===== config.mk =====
export PLATFORM = sky130hd
export DESIGN_NAME = fib_ctrl
export DESIGN_NICKNAME = d
export VERILOG_FILES = /design/src/rtl/fib_ctrl.sv
export SDC_FILE = /design/constraint.sdc
export NUM_CORES = 1
export LEC_CHECK = 0
export CAP_MARGIN = 20
export CORE_ASPECT_RATIO = 1.1
export CORE_MARGIN = 10
export CORE_UTILIZATION = 53
export CTS_BUF_LIST = sky130_fd_sc_hd__clkbuf_16
export DETAILED_ROUTE_END_ITERATION = 6
export HOLD_SLACK_MARGIN = 0.15
export MAX_ROUTING_LAYER = met4
export PLACE_DENSITY = 0.84
export SYNTH_ARGS = -nofsm -noshare
export SYNTH_HDL_FRONTEND = slang
export SYNTH_SLANG_ARGS = --single-unit

===== constraint.sdc =====
create_clock -name clk -period 3.18 [get_ports clk]
set_clock_uncertainty 0.05 [all_clocks]
set_input_delay 0.477 -clock clk [delete_from_list [all_inputs] [get_ports clk]]
set_output_delay 0.477 -clock clk [all_outputs]
set_load 0.005 [all_outputs]

===== src/rtl/fib_ctrl.sv =====
// fib_ctrl: drives a 4-phase dual-rail Fibonacci generator and returns binary
// terms on a valid/ready port. Define FIB_CTRL_ILLEGAL_CHK_EN for a sticky err output.
//
// fib_out packing: bit i of the word uses fib_out[2*i] (rail 0, logic 0) and
// fib_out[2*i+1] (rail 1, logic 1). 00 = null, 11 = illegal.
module fib_ctrl #(
    parameter int WIDTH       = 32,
    parameter int CNT_W       = 16,
    parameter int SYNC_STAGES = 2
) (
    input  logic               clk,
    input  logic               rst_n,
    input  logic               cmd_valid,
    output logic               cmd_ready,
    input  logic [CNT_W-1:0]   cmd_count,
    output logic               fib_start,
    output logic               fib_ack,
    input  logic [2*WIDTH-1:0] fib_out,
    output logic               res_valid,
    input  logic               res_ready,
    output logic [WIDTH-1:0]   res_data,
    output logic               res_last,
    output logic               busy
`ifdef FIB_CTRL_ILLEGAL_CHK_EN
    ,
    output logic               err
`endif
);

    // A single-stage synchronizer is never safe, so clamp to two.
    localparam int SYNC_N = (SYNC_STAGES < 2) ? 2 : SYNC_STAGES;

    typedef enum logic [1:0] {
        S_IDLE,
        S_RUN_DATA,
        S_RUN_NULL,
        S_DRAIN
    } state_t;

    state_t r_state;
    state_t w_state_nxt;

    logic [SYNC_N-1:0][2*WIDTH-1:0] r_sync;
    logic [2*WIDTH-1:0]             w_syn;
    logic [2*WIDTH-1:0]             r_prev;
    logic [WIDTH-1:0]               w_dec;
    logic                           w_complete;
    logic                           w_null;
    logic                           w_take;

    logic [CNT_W-1:0] r_rem;
    logic             r_start;
    logic             r_ack;
    logic             r_res_valid;
    logic [WIDTH-1:0] r_res_data;
    logic             r_res_last;

    logic w_load;
    logic w_latch;
    logic w_ack_clr;
    logic w_abort;
    logic w_hshk;

`ifdef FIB_CTRL_ILLEGAL_CHK_EN
    logic w_ill_any;
    logic r_ill_prev;
    logic w_ill_det;
    logic r_err;
`endif

    assign w_syn  = r_sync[SYNC_N-1];
    assign w_hshk = r_res_valid && res_ready;

    // Every rail passes through SYNC_N flops before any use.
    always_ff @(posedge clk or negedge rst_n) begin
        if (!rst_n) begin
            r_sync <= '0;
        end else begin
            r_sync <= {r_sync[SYNC_N-2:0], fib_out};
        end
    end

    // Classify the synchronized word and decode rail 1 to binary.
    always_comb begin
        w_complete = 1'b1;
        w_null     = 1'b1;
        w_dec      = '0;
`ifdef FIB_CTRL_ILLEGAL_CHK_EN
        w_ill_any  = 1'b0;
`endif
        for (int i = 0; i < WIDTH; i++) begin
            w_dec[i] = w_syn[2*i+1];
            if (w_syn[2*i] == w_syn[2*i+1]) begin
                w_complete = 1'b0;
            end
            if (w_syn[2*i] || w_syn[2*i+1]) begin
                w_null = 1'b0;
            end
`ifdef FIB_CTRL_ILLEGAL_CHK_EN
            if (w_syn[2*i] && w_syn[2*i+1]) begin
                w_ill_any = 1'b1;
            end
`endif
        end
    end

    // Previous synchronized word, used to reject a word still settling.
    always_ff @(posedge clk or negedge rst_n) begin
        if (!rst_n) begin
            r_prev <= '0;
        end else begin
            r_prev <= w_syn;
        end
    end

    // Complete and unchanged for two cycles: the word has settled.
    assign w_take = w_complete && (w_syn == r_prev);

`ifdef FIB_CTRL_ILLEGAL_CHK_EN
    // Illegal code seen two cycles running latches a sticky error.
    always_ff @(posedge clk or negedge rst_n) begin
        if (!rst_n) begin
            r_ill_prev <= 1'b0;
            r_err      <= 1'b0;
        end else begin
            r_ill_prev <= w_ill_any;
            if (w_ill_det) begin
                r_err <= 1'b1;
            end
        end
    end

    assign w_ill_det = w_ill_any && r_ill_prev;
    assign err       = r_err;
`endif

    // FSM state register.
    always_ff @(posedge clk or negedge rst_n) begin
        if (!rst_n) begin
            r_state <= S_IDLE;
        end else begin
            r_state <= w_state_nxt;
        end
    end

    // Next state and one-cycle control strobes for the datapath.
    always_comb begin
        w_state_nxt = r_state;
        w_load      = 1'b0;
        w_latch     = 1'b0;
        w_ack_clr   = 1'b0;
        w_abort     = 1'b0;
        unique case (r_state)
            S_IDLE: begin
                if (cmd_valid && (cmd_count != '0)) begin
                    w_load      = 1'b1;
                    w_state_nxt = S_RUN_DATA;
                end
            end
            S_RUN_DATA: begin
                if (w_take && !r_res_valid) begin
                    w_latch     = 1'b1;
                    w_state_nxt = S_RUN_NULL;
                end
            end
            S_RUN_NULL: begin
                if (w_null) begin
                    w_ack_clr = 1'b1;
                    if (r_rem != '0) begin
                        w_state_nxt = S_RUN_DATA;
                    end else begin
                        w_state_nxt = S_DRAIN;
                    end
                end
            end
            S_DRAIN: begin
                if (!r_res_valid || res_ready) begin
                    w_state_nxt = S_IDLE;
                end
            end
            default: begin
                w_state_nxt = S_IDLE;
            end
        endcase
`ifdef FIB_CTRL_ILLEGAL_CHK_EN
        if (w_ill_det &&
            ((r_state == S_RUN_DATA) || (r_state == S_RUN_NULL))) begin
            w_latch     = 1'b0;
            w_ack_clr   = 1'b0;
            w_abort     = 1'b1;
            w_state_nxt = S_DRAIN;
        end
`endif
    end

    // Remaining-term counter; only decremented on a latch, so never wraps.
    always_ff @(posedge clk or negedge rst_n) begin
        if (!rst_n) begin
            r_rem <= '0;
        end else if (w_load) begin
            r_rem <= cmd_count;
        end else if (w_latch) begin
            r_rem <= r_rem - CNT_W'(1);
        end
    end

    // Generator start: up for the command, down with the last latch.
    always_ff @(posedge clk or negedge rst_n) begin
        if (!rst_n) begin
            r_start <= 1'b0;
        end else if (w_load) begin
            r_start <= 1'b1;
        end else if (w_abort) begin
            r_start <= 1'b0;
        end else if (w_latch && (r_rem == CNT_W'(1))) begin
            r_start <= 1'b0;
        end
    end

    // 4-phase ack: rises on latch, falls once null is observed.
    always_ff @(posedge clk or negedge rst_n) begin
        if (!rst_n) begin
            r_ack <= 1'b0;
        end else if (w_latch) begin
            r_ack <= 1'b1;
        end else if (w_ack_clr || w_abort) begin
            r_ack <= 1'b0;
        end
    end

    // Result register: filled on latch, held under stall, cleared on handshake.
    always_ff @(posedge clk or negedge rst_n) begin
        if (!rst_n) begin
            r_res_valid <= 1'b0;
            r_res_data  <= '0;
            r_res_last  <= 1'b0;
        end else if (w_latch) begin
            r_res_valid <= 1'b1;
            r_res_data  <= w_dec;
            r_res_last  <= (r_rem == CNT_W'(1));
        end else if (w_hshk) begin
            r_res_valid <= 1'b0;
            r_res_data  <= '0;
            r_res_last  <= 1'b0;
        end
    end

    assign cmd_ready = (r_state == S_IDLE);
    assign busy      = (r_state != S_IDLE);
    assign fib_start = r_start;
    assign fib_ack   = r_ack;
    assign res_valid = r_res_valid;
    assign res_data  = r_res_data;
    assign res_last  = r_res_last;

endmodule


## Word level (Yosys, flattened, before mapping)

Cells that the tools add are included.

- Latch bits: 0
- Bits of input ports: 84
- Bits in read-only memories: 0
- Word-level logic and storage cells: 187
- Memories: 0
- Memory bits (writable): 0
- Register bits after elaboration: 246

- Bitwise logic cells: 0
- Shift-type cells: 0
- Add/subtract/negate cells: 1
- Reductions and logical operators: 48
- Magnitude comparators: 0
- Multipliers: 0
- Divide/modulo/power cells: 0
- Multiplexer cells: 87
- Eq/ne operators: 41

Operators with widths:

| operator | count |
|---|---|
| 2-to-1 mux 1 bit | 77 |
| equality test 64 bit | 1 |
| 2-to-1 mux 32 bit | 2 |
| logical OR 1 bit | 33 |
| equality test 1 bit | 32 |
| 2-to-1 mux 16 bit | 2 |
| nonzero test 16 bit | 2 |
| equality test 16 x 1 -> 1 bit (second input constant) | 1 |
| subtractor 16 x 1 -> 16 bit (second input constant) | 1 |
| 2-to-1 mux 2 bit | 5 |
| nonzero test 2 bit | 5 |
| case mux 2 bit (4 select lines) | 1 |
| != test 2 bit (second input constant) | 3 |
| logical AND 1 bit | 5 |
| equality test 2 bit (second input constant) | 2 |
| AND reduction 4 bit | 1 |
| equality test 2 x 1 -> 1 bit (second input constant) | 1 |
| logical NOT 2 bit | 1 |
| != test 2 x 1 -> 1 bit (second input constant) | 1 |
| logical NOT 1 bit | 1 |

## Depth between registers and ports, before layout

Gate-level depths: netlist (run 1).

- Depth in word-level cells: 40
- Mapped depth: 11

## Worst setup path before layout (run 1)

Ideal clock, no wire load.

- Path type: reg2reg
- Start point: reg r_sync, in the netlist w_syn[9]
- End point: reg r_rem[10]
- Buffers on the path: 1
- Arrival: 2,185 ps
- Library setup time: 82 ps
- Data required time: 3,048 ps
- Stages on the path, launching flop included: 11
- Path slack: 863 ps
- Period minus slack after synthesis: 2,317 ps
- Path through: dfrtp_1 > inv_1 > ha_1 > nand4b_1 > nor4_1 > nand3_1 > nor4_4 > nand4_4 > buf_6 > or4_1 > a31oi_1

- Cells in the longest elaborated chain, start to end: 34

RTL lines:

| element | RTL line | text |
|---|---|---|
| from (decl) | 43 | `logic [SYNC_N-1:0][2*WIDTH-1:0] r_sync;` |
| from (signal assigned) | 79 | `r_sync <= {r_sync[SYNC_N-2:0], fib_out};` |
| equality test 1 bit | 93 | `if (w_syn[2*i] == w_syn[2*i+1]) begin` |
| 2-to-1 mux 1 bit (28 in a row) | 93 |  |
| logical AND 1 bit * | 117 | `assign w_take = w_complete && (w_syn == r_prev);` |
| logical AND 1 bit * | 161 | `if (w_take && !r_res_valid) begin` |
| 2-to-1 mux 1 bit * | 161 |  |
| 2-to-1 mux 1 bit * | 153 | `unique case (r_state)` |
| nonzero test 2 bit (no line) * | - |  |
| to (signal assigned) | 201 | `r_rem <= cmd_count;` |
| to (signal assigned) | 203 | `r_rem <= r_rem - CNT_W'(1);` |
| to (decl) | 51 | `logic [CNT_W-1:0] r_rem;` |

Every way passes the cells marked *; elsewhere a longest branch is shown, timed or not.
A chain may end at the register's enable or synchronous reset.

## Worst setup path after layout (run 1)

- Start point: reg r_sync, in the netlist w_syn[61]
- End point: reg r_rem[3]

- Cells in the longest elaborated chain, start to end: 8

RTL lines:

| element | RTL line |
|---|---|
| parallel branches: the longest is 3 deep, another holds equality test 64 bit | - |
| logical AND 1 bit * | 117 |
| logical AND 1 bit * | 161 |
| 2-to-1 mux 1 bit * | 161 |
| 2-to-1 mux 1 bit * | 153 |
| nonzero test 2 bit (no line) * | - |

Every way passes the cells marked *.

==> results.toml, run 1 <==
[pwr]
swShare_pct = 23.1
p_seq_share_pct = 51.6
power.switching_uw = 1520
vdd_drop_max_mv = 0.462
p_comb_share_pct = 8.0
p_per_area_nw_per_um2 = 569
internal_power_uw = 5060
leakage_uw = 0.00513
finalPower_uw = 6580
clkPwrFrac_pct = 40.4

[clock_network]
cts_root_buffer = "clkbuf_16"
clkLatencyLatePin_ns = 0.51
cts_buffer_depth = 3
numCtsBuffers = 24
cts_tree = "done"
ctsResizeCount = 0
cts.sinks = 246
clk_pin_slew_ns = 0.06
h-tree-depth = 1

[detailed_routing]
viasPerCell = 5.38
route.vias.total = 6068
drtIter0Drc = 575
drc = 0
wl_per_cell_um = 20.0
drtAntennaViolNets = 0
wirelength_um = 22600
dr.pass1.iters = 5

[yosys]
synthesis.nets = 846
synth-main-ff-cell = "dfrtp_1"
synth-edff-count = 0
synthArstFlopShare_pct = 100
ys_ff_latch = 246
syn_inst = 728
ys_seq_area_share_pct = 66.8
synth_cell_types = 50
synth_warnings = 0
synthesis.area_um2 = 9220
synth_area_per_cell_um2 = 12.7

[worst_setup_path]
critPathSlowestCell = "or4_1"
path_class = "register to register"
end_kind = "register"
cp_max_fo = 81
worstPathCellList = "inv_1 -> ha_1 -> nand4b_1 -> nor4_1 -> nand3_1 -> nor4_4 -> nand4_4 -> buf_12 -> or4_1 -> a31oi_1"
crit_path_max_incr_delay_ns = 0.50
arrival_ns = 3.36
worstSetupStartpointType = "register"
cp.required_ns = 3.54

[status]
status = "complete, no violations"

[sta]
period_minus_slack_ns = 3.00
relSlewSlack_pct = 63.2
worstMarginPinSlew_ns = 0.552
finalSetupViolations = 0
slew_violations = 0
max_freq_ghz = 0.333
worst_slack_ns = 0.176
setup_tns_ns = 0
hold_viol = 0
post-route-period-util_pct = 94.5
rsz0062_at_grt = "false"

[hold_path]
hp-class = "register to register"

[floorplan]
start_util_pct = 54.0
die_y_um = 158
io_pins = 122
dieArea_um2 = 23100
die_w_um = 146
coreArea_um2 = 17100
num_rows = 50

[placed_design]
io_buffers = 121
dp_hpwl_um = 17400
globalplace.congestion = 0.952
dp_slack_ns = 0.305

[cells_and_area]
diodes = 0
fillCellCount = 1208
syn2layout_area_growth_pct = 25.4
regArea_um2 = 6160
drive_gt1_share_pct = 7.28
fin_util_pct = 67.7
multiInputGateArea_um2 = 2720
num-nets-final = 993

[run]
maxCapViolCount = 0

[grt]
grt_overflow = 0
grt_start_max_net_pins = 82
grt_usage_pct = 20.1
grt_antenna_before_repair = 0
grt_pass1_wl_um = 35500
grt_pass1_vias = 6443
[cell families after synthesis]
logic type	share of synthesized area (%)
DFF	66.8
and+or+nand+nor	15.1
buffers and inverters	3.76
AOI/OAI and AO/OA	5.38
xor gates and xnor gates	4.18
adders and majority gates	4.62
muxes	0.231
[area by class of cell]
class,instances,area share [%]
clock inverters,19,1.09
repair buffers,138,11.9
multi-input cells,392,23.5
flip-flops and latches,246,53.2
clock buffers,25,5.41
inverters,73,2.37
well taps,234,2.53
[path summary, 6_finish.rpt]
kind / slack (ns) / cells after the start / to / startpoint
worst max-delay path: 0.18 / 10 / r_rem[3]$_DFFE_PN0P_ / w_syn[61]$_DFF_PN0_
worst min-delay path: 0.30 / 0 / w_syn[37]$_DFF_PN0_ / r_sync[37]$_DFF_PN0_
worst max register to register: 0.18 / 10 / r_rem[3]$_DFFE_PN0P_ / w_syn[61]$_DFF_PN0_
worst min register to register: 0.30 / 0 / w_syn[37]$_DFF_PN0_ / r_sync[37]$_DFF_PN0_
max in group asynchronous: 1.79 / 3 / r_sync[13]$_DFF_PN0_ / rst_n
min in group asynchronous: 0.48 / 2 / res_data[4]$_DFFE_PN0P_ / rst_n
[critical path: cells and delay by family (launching register included)]
family	cells	cell delay, ns
flip-flops	1	0.45
buffers and inverters	2	0.36
AND/OR/NAND/NOR	6	1.46
adder cells (fa/ha/maj)	1	0.31
AO/OA/AOI/OAI	1	0.24
[cells in the final DEF, fill, tap and decap left out, types with 5 or more instances in the layout]
cell,synthesis,final
nand4b_1,5,5
nand3_1,39,39
or4_1,9,9
xnor2_1,10,10
inv_1,73,77
nor4_1,32,32
ha_1,34,34
o21ai_0,5,5
dfrtp_1,246,246
clkbuf_16,0,25
o21ai_1,37,37
nor3_1,11,11
nand2_1,22,22
nor2_1,24,24
buf_4,0,14
clkdlybuf4s50_1,0,120
nor2b_1,35,35
o31ai_1,9,9
clkinv_1,0,5
or3_1,7,7
a31oi_1,11,11
xor2_1,34,34
nand4_1,22,22
[registers in the layout, summed over array words and instances (netlist names)]
register / count
fib_ack: 1
fib_start: 1
r_prev: 64
r_rem: 16
r_state: 2
r_sync: 64
res_data: 32
res_last: 1
res_valid: 1
w_syn: 64
[synth_stat cells, types with 5 or more instances]
cell      instances  area, µm²
nor4_1           32        200
o31ai_1           9       67.6
a31oi_1          11       68.8
nand3_1          39        195
xnor2_1          10       87.6
inv_1            73        274
nor3_1           11       55.1
or4_1             9       67.6
nor2b_1          35        219
buf_1             5       18.8
nand2_1          22       82.6
ha_1             34        425
nand4b_1          5       43.8
o21ai_1          37        185
dfrtp_1         246       6160
o21ai_0           5       25.0
xor2_1           34        298
clkbuf_1         10       37.5
nor2_1           24       90.1
or3_1             7       43.8
nand4_1          22        138
[metal layers]
layer | global-route usage, % | vias to the layer above | wire length (µm)
met1 | 25.1 | 2939 | 9450
met2 | 32.5 | 262 | 10900
met3 | 3.95 | 46 | 1560
met5 | - | - | 0
met4 | 7.37 | 0 | 684
li1 | - | 2821 | -
[stage by stage]
step | instances | hold slack (ns) | instance area [µm²]
5_1_grt | 1127 | 0.300 | 11600
3_5_place_dp | 1082 | 0.285 | 10800
6_report | 1127 | 0.295 | 11600
2_1_floorplan | 728 | 0.131 | 9220
4_1_cts | 1127 | 0.297 | 11600
3_3_place_gp | 1082 | 0.283 | 10800
[power by group through the flow]
stage / registers, µW / clock network (µW) / logic, µW
2_1_floorplan: 3410 / 0 / 187
3_3_place_gp: 3440 / 0 / 518
3_5_place_dp: 3450 / 0 / 525
4_1_cts: 3390 / 2720 / 530
5_1_grt: 3410 / 2880 / 577
6_report: 3390 / 2660 / 525
[what timing repair did]
item                                    4_1_cts  5_1_grt
hold endpoints to repair                     69        0
hold buffers                                  1        0
buffers inserted                              0        0
endpoints found under the setup margin        0        0
Power figures use the tool's default switching activity.
==> run 2, diff against run 1 <==
Settings changed: CELL_PAD_IN_SITES_DETAIL_PLACEMENT set to 0, CELL_PAD_IN_SITES_GLOBAL_PLACEMENT set to 1, CORE_UTILIZATION 53 to 48, PLACE_DENSITY 0.84 to 0.92.
Clock period 3.18 ns to 3.52 ns, I/O delays scaled along.
==> run 2 against run 1 <==
Against the previous run: power fell by 4.9%; clock power rose by 2%; worst hold slack got worse by 0.0029 ns; largest cell class unchanged.
==> results.toml, run 2 (synthesis gave the netlist of run 1 again) <==
[sta]
period_minus_slack_ns = 3.04
slew_violations = 0
finalSetupViolations = 0
max_freq_ghz = 0.329
setup_tns_ns = 0
worstMarginPinSlew_ns = 0.707
hold_slack_ns = 0.292
post-route-period-util_pct = 86.4
relSlewSlack_pct = 52.9
rsz0062_at_grt = "false"
hold_viol = 0

[worst_setup_path]
cp.required_ns = 3.89
arrival_ns = 3.42
cp_max_fo = 65
worstPathCellList = "inv_1 -> ha_1 -> nand3_1 -> nor4_1 -> nand3_1 -> nor4_4 -> nand4_4 -> buf_4 -> or4_1 -> a31oi_1"
cpMostUsedCell = "nand3_1"
crit_path_max_incr_delay_ns = 0.53
path_class = "register to register"
worstSetupStartpointType = "register"
critPathBufInv = 2
end_kind = "register"
cp_top_family = "simple AND/OR/NAND/NOR gates"
critPathSlowestCell = "or4_1"

[detailed_routing]
drtIter0Drc = 433
dr.pass1.iters = 4
wirelength_um = 23000
drc = 0
viasPerCell = 5.33
drtAntennaViolNets = 0
wl_per_cell_um = 20.3
route.vias.total = 6036

[grt]
grt_overflow = 0
grt_start_max_net_pins = 100
grt_pass1_vias = 6550
grt_usage_pct = 19.1
grt_pass1_wl_um = 37300
grt_antenna_before_repair = 0

[clock_network]
clkLatencyLatePin_ns = 0.51
cts_tree = "done"
clk_pin_slew_ns = 0.06
cts.sinks = 246
h-tree-depth = 1
postCtsSetupBuffers = 0
cts_root_buffer = "clkbuf_16"
numCtsBuffers = 24
cts_buffer_depth = 3

[status]
status = "complete, no violations"

[hold_path]
hp-class = "register to register"

[floorplan]
coreArea_um2 = 19000
die_w_um = 152
io_pins = 122
start_util_pct = 48.6
dieArea_um2 = 25200
num_rows = 53
die_y_um = 165

[pwr]
leakage_uw = 0.00513
vdd_drop_max_mv = 0.434
p_per_area_nw_per_um2 = 537

[placed_design]
io_buffers = 121
dp_hpwl_um = 17500
dpl_cell_area_um2 = 10800
globalplace.congestion = 0.985

[cells_and_area]
drive_gt1_share_pct = 7.34
final_area_um2 = 11700
syn2layout_area_growth_pct = 26.4
num-nets-final = 987
most-common-layout-cells = "dfrtp_1, clkdlybuf4s50_1, inv_1"
final_common_cell = "dfrtp_1"
diodes = 0

[run]
maxCapViolCount = 0
## run 2: changes by cell type in the layout (fill, tap and decap cells not counted), sizes merged
cell	delta
buf	-6
clkinv	-5
bufinv	+4
clkinvlp	+4
inv	-4
## run 2: through the flow
stage / instances / util [%] / setup WS, ns / total power, µW
floorplan: 728 / - / 1.20 / 3250
global placement: 1088 / 56.7 / 0.540 / 3580
detailed placement: 1089 / 56.9 / 0.465 / 3590
CTS: 1133 / 61.5 / 0.476 / 6310
global route: 1133 / 61.5 / 0.192 / 6500
finish: 1133 / 61.5 / 0.479 / 6260
## run 2: cell type report
| class | instances | area [µm²] |
|---|---|---|
| well taps | 247 | 309 |
| fillers | 1480 | 7310 |
| flip-flops and latches | 246 | 6160 |
| inverters | 73 | 274 |
| repair buffers | 132 | 1350 |
| clock inverters | 18 | 229 |
| clock buffers | 25 | 626 |
| multi-input cells | 392 | 2720 |
## run 2: worst paths after layout
kind	from	to	slack, ns	cells after the start
worst max-delay path	w_syn[31]$_DFF_PN0_	r_rem[3]$_DFFE_PN0P_	0.48	10
worst min-delay path	r_sync[51]$_DFF_PN0_	w_syn[51]$_DFF_PN0_	0.29	0
worst max register to register	w_syn[31]$_DFF_PN0_	r_rem[3]$_DFFE_PN0P_	0.48	10
worst min register to register	r_sync[51]$_DFF_PN0_	w_syn[51]$_DFF_PN0_	0.29	0
max in group asynchronous	rst_n	w_syn[59]$_DFF_PN0_	1.98	3
min in group asynchronous	rst_n	r_sync[55]$_DFF_PN0_	0.58	2
## run 2: where the power goes
part	switching, µW	internal [µW]
sequential	97.8	2970
combinational	237	232
clock	1060	1660
## run 2: routing by layer
metal | up-vias | GRT usage (%) | part of all wire [%]
met5 | - | - | 0
met4 | 0 | 6.04 | 2.8
met3 | 44 | 3.21 | 5.5
met2 | 216 | 30.2 | 47
met1 | 2972 | 24.8 | 44
li1 | 2804 | - | -
## run 2: what timing repair did
item | in CTS | in global routing
resized for setup | 0 | 0
hold endpoints to repair | 95 | 0
hold buffers | 1 | 0
==> run 3, diff against run 2 <==
Settings changed: MAX_ROUTING_LAYER met4 to not set.
==> run 3 against run 2 <==
Against the previous run: routed wire length is 1.7% lower; die area stayed put; flip-flop and latch count did not move; highest routed layer unchanged.
==> results.toml, run 3 (synthesis gave the netlist of run 1 again) <==
[pwr]
vdd_drop_max_mv = 0.503
swShare_pct = 22.2
internal_power_uw = 5110
power.switching_uw = 1450
clkPwrFrac_pct = 46.2
leakage_uw = 0.00519
p_comb_share_pct = 7.2
p_seq_share_pct = 46.7
p_per_area_nw_per_um2 = 557

[sta]
relSlewSlack_pct = 58.5
worstMarginPinSlew_ns = 0.616
max_freq_ghz = 0.324
post-route-period-util_pct = 87.7
hold_viol = 0
setup_tns_ns = 0
period_minus_slack_ns = 3.09
rsz0062_at_grt = "false"
slew_violations = 0
finalSetupViolations = 0

[placed_design]
dp_hpwl_um = 17100
io_buffers = 121
globalplace.congestion = 0.919

[cells_and_area]
fin_util_pct = 62.1
syn2layout_area_growth_pct = 27.7
final_common_cell = "dfrtp_1"
most-common-layout-cells = "dfrtp_1, clkdlybuf4s50_1, inv_1"
fillCellCount = 1503
diodes = 0
drive_gt1_share_pct = 7.66
num-nets-final = 987

[clock_network]
cts_tree = "done"
clkLatencyLatePin_ns = 0.53
cts.sinks = 246
cts_buffer_depth = 3
cts_root_buffer = "clkbuf_16"
postCtsSetupBuffers = 0
numCtsBuffers = 25
ctsResizeCount = 0
clk_pin_slew_ns = 0.06
cts_hold_buf = 1
h-tree-depth = 1

[detailed_routing]
wirelength_um = 22600
drtAntennaViolNets = 0
route.vias.total = 6070
drc = 0
viasPerCell = 5.35
drtIter0Drc = 423
dr.pass1.iters = 5
wl_per_cell_um = 19.9

[hold_path]
hp-class = "register to register"

[worst_setup_path]
cp_max_fo = 60
end_kind = "register"
worstSetupStartpointType = "register"
path_class = "register to register"
rrSetupSlack_ns = 0.43
arrival_ns = 3.45
ff2ff_path_depth = 10
cp.required_ns = 3.89
cp-endpoint = "r_rem[1]$_DFFE_PN0P_"
r2r_start = "w_syn[17]$_DFF_PN0_"
r2r-end = "r_rem[1]$_DFFE_PN0P_"
crit_path_max_incr_delay_ns = 0.44
worstPathCellList = "inv_1 -> ha_1 -> nand4_1 -> nor3_1 -> nand4_1 -> nor3_1 -> nand4_4 -> buf_12 -> mux2i_1 -> mux2_2"
critPathLaunch = "w_syn[17]$_DFF_PN0_"
critPathSlowestCell = "nand4_4"

[grt]
grt_overflow = 0
met2_usage_pct = 29.1
grt_pass1_vias = 6421
grtUsageMet1_pct = 23.2
grt_start_max_net_pins = 76
grt_pass1_wl_um = 35500
met3_usage_pct = 3.68
grt_usage_pct = 17.7
grt_antenna_before_repair = 0
top_usage_layer = "met2"

[run]
maxCapViolCount = 0

[floorplan]
io_pins = 122
dieArea_um2 = 25200
start_util_pct = 48.6
coreArea_um2 = 19000
num_rows = 53
die_y_um = 165
die_w_um = 152

[status]
status = "complete, no violations"
==> run 3: changes by cell type in the layout (fill, tap and decap cells not counted) <==
cell,previous run,this run
inv_16,0,1
clkinv_4,1,3
clkinv_1,2,1
buf_12,2,3
buf_4,7,5
clkinvlp_4,5,4
bufinv_16,5,8
clkinv_2,5,4
==> run 3: worst min path at each step <==
stage	from	end	slack, ns	cells past startpoint
CTS	r_sync[30]$_DFF_PN0_	w_syn[30]$_DFF_PN0_	0.29	0
global route	r_sync[30]$_DFF_PN0_	w_syn[30]$_DFF_PN0_	0.30	0
global placement	r_sync[46]$_DFF_PN0_	w_syn[46]$_DFF_PN0_	0.28	0
floorplan	rst_n	fib_ack$_DFFE_PN0P_	0.18	0
detailed placement	r_sync[13]$_DFF_PN0_	w_syn[13]$_DFF_PN0_	0.28	0
finish	r_sync[58]$_DFF_PN0_	w_syn[58]$_DFF_PN0_	0.30	0
==> run 3: final cells by class <==
class	count	area, µm²	area share [%]
clock buffer	25	626	5.31
clock inverter	21	340	2.89
inverter	73	274	2.33
multi-input combinational	392	2720	23.1
sequential	246	6160	52.3
tap	247	309	2.63
timing repair buffer	131	1350	11.5
==> run 3: layer usage <==
layer / share of wire, % / wire [µm]
met1: 44 / 9910
met2: 47 / 10700
met3: 6.6 / 1490
met4: 2.4 / 535
met5: 0 / 0
==> run 3: critical path: cells and delay by family, from the launching register on <==
family	cells	cell delay, ns
buf+inv	2	0.49
fa+ha+maj	1	0.29
simple gates	5	1.31
flops	1	0.41
mux	2	0.40
==> run 3: metrics by stage <==
| stage | std cells | hold slack (ns) | area [µm²] | total power (µW) | setup slack, ns |
|---|---|---|---|---|---|
| 2_1_floorplan | 728 | 0.182 | 9220 | 3250 | 1.20 |
| 3_3_place_gp | 1087 | 0.282 | 10800 | 3570 | 0.499 |
| 3_5_place_dp | 1087 | 0.285 | 10800 | 3580 | 0.448 |
| 4_1_cts | 1134 | 0.295 | 11700 | 6620 | 0.452 |
| 5_1_grt | 1135 | 0.295 | 11800 | 6810 | 0.264 |
| 6_report | 1135 | 0.297 | 11800 | 6560 | 0.433 |
==> run 3: power groups by stage <==
stage | logic (µW) | registers (µW) | clock network, µW
global route | 516 | 3080 | 3220
global placement | 465 | 3110 | 0
finish | 469 | 3060 | 3030
CTS | 474 | 3060 | 3080
floorplan | 169 | 3080 | 0
detailed placement | 468 | 3120 | 0
